**src/rtl/adder_pipe.sv**
```systemverilog
// Pipelined add/subtract with optional signed/unsigned saturation, carry chain split into STAGES chunks.
// Latency: a beat sampled at edge N is on the outputs after edge N+STAGES-1; one beat per clock.
// Backpressure: none; every beat is accepted, bubbles (in_valid=0) flow through and leave outputs held.
module adder_pipe #(
  parameter int WIDTH  = 8,
  parameter int STAGES = 1
) (
  input  logic             clock,
  input  logic             resetn,
  input  logic             in_valid,
  input  logic [WIDTH-1:0] a,
  input  logic [WIDTH-1:0] b,
  input  logic             sub,
  input  logic             signed_mode,
  input  logic             sat,
  output logic             out_valid,
  output logic [WIDTH-1:0] y,
  output logic             carry,
  output logic             overflow
);

  if (WIDTH < 2 || STAGES < 1 || STAGES > WIDTH || (WIDTH % STAGES) != 0) begin : g_param_check
    $error("adder_pipe: WIDTH must be >= 2 and divisible by STAGES (1..WIDTH)");
  end

  // Bits of carry chain handled by each stage.
  localparam int C = WIDTH / STAGES;

  // Leading stages: each adds its chunk, registers the chunk carry, carries the
  // not-yet-consumed operand bits forward and the finished low result bits along.
  for (genvar k = 0; k < STAGES - 1; k++) begin : g_pipe
    localparam int LO = k * C;
    localparam int AW = WIDTH - LO;

    logic [AW-1:0]     w_a;
    logic [AW-1:0]     w_b;
    logic              w_vld;
    logic              w_cin;
    logic              w_sub;
    logic              w_sgn;
    logic              w_sat;
    logic [C-1:0]      w_bx;
    logic [C:0]        w_sum;
    logic [LO+C-1:0]   w_res;

    logic              r_vld;
    logic              r_cy;
    logic              r_sub;
    logic              r_sgn;
    logic              r_sat;
    logic [AW-C-1:0]   r_a;
    logic [AW-C-1:0]   r_b;
    logic [LO+C-1:0]   r_lo;

    if (k == 0) begin : g_src
      // The subtract "+1" enters as the carry into the lowest chunk.
      assign w_a   = a;
      assign w_b   = b;
      assign w_vld = in_valid;
      assign w_cin = sub;
      assign w_sub = sub;
      assign w_sgn = signed_mode;
      assign w_sat = sat;
      assign w_res = w_sum[C-1:0];
    end else begin : g_src
      assign w_a   = g_pipe[k-1].r_a;
      assign w_b   = g_pipe[k-1].r_b;
      assign w_vld = g_pipe[k-1].r_vld;
      assign w_cin = g_pipe[k-1].r_cy;
      assign w_sub = g_pipe[k-1].r_sub;
      assign w_sgn = g_pipe[k-1].r_sgn;
      assign w_sat = g_pipe[k-1].r_sat;
      assign w_res = {w_sum[C-1:0], g_pipe[k-1].r_lo};
    end

    assign w_bx  = w_sub ? ~w_b[C-1:0] : w_b[C-1:0];
    assign w_sum = {1'b0, w_a[C-1:0]} + {1'b0, w_bx} + {{C{1'b0}}, w_cin};

    // Stage register: chunk carry, skewed upper operands, deskewed low result, per-beat modes.
    always_ff @(posedge clock or negedge resetn) begin
      if (!resetn) begin
        r_vld <= 1'b0;
        r_cy  <= 1'b0;
        r_sub <= 1'b0;
        r_sgn <= 1'b0;
        r_sat <= 1'b0;
        r_a   <= '0;
        r_b   <= '0;
        r_lo  <= '0;
      end else begin
        r_vld <= w_vld;
        r_cy  <= w_sum[C];
        r_sub <= w_sub;
        r_sgn <= w_sgn;
        r_sat <= w_sat;
        r_a   <= w_a[AW-1:C];
        r_b   <= w_b[AW-1:C];
        r_lo  <= w_res;
      end
    end
  end

  // Final stage: top chunk, flags and saturation.
  logic [C-1:0]     w_fa;
  logic [C-1:0]     w_fb;
  logic [C-1:0]     w_fbx;
  logic             w_fvld;
  logic             w_fcin;
  logic             w_fsub;
  logic             w_fsgn;
  logic             w_fsat;
  logic [C:0]       w_fsum;
  logic [WIDTH-1:0] w_raw;
  logic [WIDTH-1:0] w_satv;
  logic [WIDTH-1:0] w_y;
  logic             w_cmsb;
  logic             w_ovf;

  logic             r_vld;
  logic [WIDTH-1:0] r_y;
  logic             r_cy;
  logic             r_ovf;

  if (STAGES == 1) begin : g_fsrc
    assign w_fa   = a;
    assign w_fb   = b;
    assign w_fvld = in_valid;
    assign w_fcin = sub;
    assign w_fsub = sub;
    assign w_fsgn = signed_mode;
    assign w_fsat = sat;
    assign w_raw  = w_fsum[C-1:0];
  end else begin : g_fsrc
    assign w_fa   = g_pipe[STAGES-2].r_a;
    assign w_fb   = g_pipe[STAGES-2].r_b;
    assign w_fvld = g_pipe[STAGES-2].r_vld;
    assign w_fcin = g_pipe[STAGES-2].r_cy;
    assign w_fsub = g_pipe[STAGES-2].r_sub;
    assign w_fsgn = g_pipe[STAGES-2].r_sgn;
    assign w_fsat = g_pipe[STAGES-2].r_sat;
    assign w_raw  = {w_fsum[C-1:0], g_pipe[STAGES-2].r_lo};
  end

  assign w_fbx  = w_fsub ? ~w_fb : w_fb;
  assign w_fsum = {1'b0, w_fa} + {1'b0, w_fbx} + {{C{1'b0}}, w_fcin};
  // Carry into the MSB is recovered from the MSB sum bit, so no extra adder split is needed.
  assign w_cmsb = w_fa[C-1] ^ w_fbx[C-1] ^ w_fsum[C-1];
  assign w_ovf  = w_fsgn ? (w_cmsb ^ w_fsum[C]) : (w_fsub ? ~w_fsum[C] : w_fsum[C]);
  assign w_y    = (w_fsat && w_ovf) ? w_satv : w_raw;

  // Clamp value: signed side chosen by the sign of operand A, unsigned by add/sub direction.
  always_comb begin
    w_satv = '0;
    if (w_fsgn) begin
      w_satv = w_fa[C-1] ? {1'b1, {(WIDTH-1){1'b0}}} : {1'b0, {(WIDTH-1){1'b1}}};
    end else if (!w_fsub) begin
      w_satv = '1;
    end
  end

  // Output register: valid every beat, data and flags only on valid beats.
  always_ff @(posedge clock or negedge resetn) begin
    if (!resetn) begin
      r_vld <= 1'b0;
      r_y   <= '0;
      r_cy  <= 1'b0;
      r_ovf <= 1'b0;
    end else begin
      r_vld <= w_fvld;
      if (w_fvld) begin
        r_y   <= w_y;
        r_cy  <= w_fsum[C];
        r_ovf <= w_ovf;
      end
    end
  end

  assign out_valid = r_vld;
  assign y         = r_y;
  assign carry     = r_cy;
  assign overflow  = r_ovf;

endmodule

```
**config.mk**
```make
export PLATFORM = sky130hd
export DESIGN_NAME = adder_pipe
export DESIGN_NICKNAME = d
export VERILOG_FILES = /design/src/rtl/adder_pipe.sv
export SDC_FILE = /design/constraint.sdc
export NUM_CORES = 1
export LEC_CHECK = 0
export CAP_MARGIN = 10
export CORE_MARGIN = 5
export CORE_UTILIZATION = 55
export DETAILED_ROUTE_END_ITERATION = 8
export DONT_BUFFER_PORTS = 1
export PLACE_DENSITY = 0.76
export SYNTH_ARGS = -nofsm -noshare
export SYNTH_HDL_FRONTEND = slang
export SYNTH_SLANG_ARGS = --single-unit
export TNS_END_PERCENT = 5
```
**constraint.sdc**
```tcl
create_clock -name clock -period 0.8 [get_ports clock]
set_input_delay 0.12 -clock clock [delete_from_list [all_inputs] [get_ports clock]]
set_output_delay 0.12 -clock clock [all_outputs]
set_load 0.03 [all_outputs]
```
* Word level (Yosys, flattened, before mapping) *
Cells that the tools add are included.

word-level totals
  output and inout port bits = 11
  input port bits = 22
  register bits after elaboration = 11

cells by class
  mux-type cells = 7
  reductions and logical operators = 1
  bitwise operators = 5
  add/subtract/negate cells = 2

operator list
  cell                                    number
  8-bit two-way mux                       5
  8-bit by 8-bit adder with 9-bit output  1
  9-bit by 1-bit adder with 9-bit output  1
  8-bit inverter                          1
  1-bit bitwise XOR                       3
  1-bit two-way mux                       2
  1-bit logical AND                       1
  1-bit inverter                          1

* Depth between registers and ports, before layout *
Gate-level depths: netlist of the first run.

  depth after elaboration = 9
  mapped depth = 10
  depth with buffers taken out = 9

* Least setup slack after synthesis of the first run *
No wires, ideal clock.

  kind = input to register
  start point = in sub
  end point = reg r_y[0], in the netlist y[0]
  stages on the path = 10
  setup time = 0.138 ns
  arrival = 2.139 ns
  path slack = -1.477 ns
  path through = buf_6 > mux2i_1 > inv_1 > fa_1 > a211oi_1 > nor2_1 > a221oi_4 > nor3_1 > a32oi_2 > o21ai_1

between the ends
  cells in the longest elaborated chain, start to end = 8
  elaborated cells between the ends (all ways) = 13
  those cells by class = 2 x add/sub; 6 x mux; 4 x bitwise; 1 x reduce/logical

ends and longest elaborated chain
  what                                                    RTL line  source
  from (decl)                                             13        input logic sub,
  8-bit two-way mux                                       144       assign w_fbx = w_fsub ? ~w_fb : w_fb;
  8-bit by 8-bit adder with 9-bit output                  145       assign w_fsum = {1'b0, w_fa} + {1'b0, w_fbx} + {{C{1'b0}}, w_fcin};
  9-bit by 1-bit adder with 9-bit output                  145
  1-bit bitwise XOR or 1-bit inverter (tied branches)     147, 148
  1-bit bitwise XOR or 1-bit two-way mux (tied branches)  148       assign w_ovf = w_fsgn ? (w_cmsb ^ w_fsum[C]) : (w_fsub ? ~w_fsum[C] : w_fsum[C]);
  1-bit two-way mux                                       148
  1-bit logical AND                                       149       assign w_y = (w_fsat && w_ovf) ? w_satv : w_raw;
  8-bit two-way mux *                                     149
  to (signal assigned)                                    171       r_y <= w_y;
  to (decl)                                               120       logic [WIDTH-1:0] r_y;

Mark *: on every way between the ends. The rest lies on a longest branch, timed or not.
A chain may end at the register's enable or synchronous reset.

* Worst setup path in the final report of the first run *
  start point = in b[0]
  end point = reg r_y[6], in the netlist y[6]

between the ends
  cells in the longest elaborated chain, start to end = 9
  elaborated cells between the ends (all ways) = 11
  those cells by class = 2 x add/sub; 4 x mux; 4 x bitwise; 1 x reduce/logical

ends and longest elaborated chain
  what                                                    RTL line  source
  from (decl)                                             12        input logic [WIDTH-1:0] b,
  8-bit inverter                                          144
  8-bit two-way mux *                                     144
  8-bit by 8-bit adder with 9-bit output *                145
  9-bit by 1-bit adder with 9-bit output *                145
  1-bit bitwise XOR or 1-bit inverter (tied branches)     147, 148
  1-bit bitwise XOR or 1-bit two-way mux (tied branches)  148
  1-bit two-way mux                                       148
  1-bit logical AND                                       149
  8-bit two-way mux *                                     149

Marks and branches as above.

==> run metrics, run 1 <==
core region area 1541 sq um; Syn Std Cell Area 918.4 sq um; Post-synth EDFFs 0; peak supply drop 0.001162 V; drt drc 0; max cap viols 0; Layout area overhead 38.42%; largest buffer count on any clock path 2; Num CTS Buffers 3; ranking of synthesized cells by area dfrtp_1 (30%), ha_1 (9.5%), xor2_1 (8.6%); first-pass GRT wire length 4.036 mm; ys async rst share 100.0%; Post-Layout Cell Count 147; Die Wd 50.86 microns; critical path class in -> reg; Synth Area in XOR/XNOR 14.31%; initial antenna violation count 0; Clock transition at path regs 0.07 ns; total grt overflow 0; leakage 0.5892 nW; count of different cell masters after synthesis 31; largest net degree at the start of global routing 14; diode count 0; # H-tree levels 1; largest area contributor in the netlist dfrtp_1; via count 892; Critical Path AT 2.00 ns; achievable clock frequency 0.5395 GHz; post-layout util 82.47%; leading cell types by count after synthesis dfrtp_1 (11), xor2_1 (9), nand2_1 (8), a21oi_1 (7), ha_1 (7); Setup WS post-layout -1.054 ns; mux share of post-synthesis cell area 6.676%; final setup fails 21; RSZ-0062 raised after global routing yes; DIE AREA 2587 sq um; crit path time final 1.854 ns; Post-Syn Nets 126; Die Ht 50.86 microns; Yosys top cell area share 29.97%; Hold Vio Cnt, Final 0; clk sink count 11; Ys Warns 0; initial drt markers 15; clk_lat worst skew 0.27 ns; largest family of logic cells by synthesized area compound AO/OA/AOI/OAI gates; Syn Inst Count 96; Worst setup EP type flip-flop; # rows 14; status finished, violations left; total power 2.997 mW; Slew Limit Headroom 68.12%; pre-CTS setup slack -1.422 ns; TNS Setup -11.27 ns; post-DP HPWL 1.881 mm; compound-cell area share of the yosys netlist 24.25%; Initial Util 59.58%; crit path max-delay cell type fa_2; CP Cell Sequence mux2i_4 -> inv_2 -> fa_2 -> a211oi_2 -> nor2_2 -> a221oi_4 -> xor2_1 -> a32oi_2 -> buf_6 -> o21ai_1; placed instance count 139; simple-gate share of the synthesized area 10.63%; ys flop type dfrtp_1; via/cell ratio 6.068; adder-cell share of the synthesized area 11.72%; vias in the first global route 956; Slew Viols, Final 0; Crit path largest cell delay 0.35 ns; Pwr Density 2358 nW/um^2; Routed WL per cell 16.30 microns; Hold Crit Class in -> reg; DRT antenna net count 0; CTS root buf clkbuf_4; syn_area_per_cell 9.566 sq um; pin slew with the least headroom to its limit 0.4767 ns; Pre-antenna DRT Iters 4; port buffer count 0; flop and latch count out of synthesis 11; crit share post-route 231.7%; most frequent cell after synthesis dfrtp_1; share of layout cells above drive strength 1 36.64%; Final nets 162; GPL Wtd Cong 0.8170; top fanout value on the critical path 7; # IOs 33; clk_skew 0 ns; Critical Path RT 0.95 ns; failing checks negative setup slack; Overall Global Routing Usage 20.29%; final wirelength 2.396 mm; kind of start point of the critical path primary input; TritonCTS clock tree yes; sequential fraction of the synthesis area 29.97%
==> state kept, by name (all words and copies together) (netlist names) <==
register,flops
carry,1
out_valid,1
overflow,1
y,8
==> power breakdown <==
part	internal [mW]	switching (mW)	total, mW	leakage (nW)
sequential	0.726	0.137	0.862	0.129
clock	0.193	0.179	0.373	0.0150
combinational	0.862	0.900	1.76	0.445
==> critical path: cells and delay by family <==
kind                     cells  cell delay, ns
XOR/XNOR                     1            0.15
buffers and inverters        2            0.20
adder cells (fa/ha/maj)      1            0.35
multiplexers                 1            0.21
AO/OA/AOI/OAI                4            0.86
AND/OR/NAND/NOR              1            0.10
==> path summary, 6_finish.rpt <==
kind | to | depth (start not counted) | from | slack [ns]
max in group asynchronous | out_valid | 1 | resetn | 0.21
min in group asynchronous | y[4] | 1 | resetn | 0.24
setup reg to reg | y[7] | 2 | y[7] | -0.01
setup / recovery | y[6] | 10 | b[0] | -1.05
hold reg to reg | overflow | 1 | overflow | 0.53
hold / removal | y[2] | 3 | in_valid | 0.04
==> metal layers <==
metal | global-route usage [%] | part of all wire [%]
met5 | 0 | 0
met4 | 14.47 | 3.6
met3 | 2.616 | 6.1
met2 | 37.19 | 53
met1 | 20.73 | 37
==> per-stage QoR <==
stage,cell area (sq um),hold slack (ns)
after global routing,1271,0.02197
after CTS,1266,0.0009833
after global placement,1155,-0.1753
after detailed placement,1155,-0.1753
after floorplan,932.1,-0.1756
final,1271,0.03505
==> cell usage in the layout, fill, tap and decap left out, types with 2 or more instances in the layout <==
| cell | n |
|---|---|
| buf_4 | 20 |
| buf_6 | 11 |
| dfrtp_1 | 10 |
| xor2_1 | 9 |
| nand2_1 | 8 |
| ha_1 | 7 |
| o21ai_0 | 6 |
| a21oi_1 | 6 |
| xnor2_1 | 6 |
| o21ai_1 | 6 |
| mux2i_1 | 4 |
| a21o_1 | 3 |
| nor2_1 | 3 |
| clkbuf_4 | 3 |
| a31oi_1 | 2 |
| nor3_1 | 2 |
| dlygate4sd3_1 | 2 |
==> cell type report <==
cell class	count	area, sq um
well taps	16	20.02
fillers	104	270.3
inverters	2	7.507
multi-input cells	81	646.9
clock buffers	4	26.28
flip-flops and latches	11	276.5
repair buffers	33	294.0
==> cell families after synthesis <==
| logic type | count (synthesis) |
|---|---|
| and+or+nand+nor | 20 |
| buffers and inverters | 4 |
| muxes | 6 |
| DFF | 11 |
| adders and majority gates | 8 |
| xor gates and xnor gates | 15 |
| AOI/OAI and AO/OA | 32 |
==> timing repair <==
action | 4_1_cts | 5_1_grt
pin swaps | 5 | 0
endpoints found under the setup margin | 21 | 21
resized for setup | 12 | 3
setup buffers | 2 | 0
hold buffers | 2 | 0
endpoints found under the hold margin | 14 | 0
(Power assumes the default switching activity.)
==> run 2: changes to the inputs <==
- CAP_MARGIN: 10 -> 20
==> results of run 2 <==
No change in the layout: final DEF, timing and power equal those of run 1.
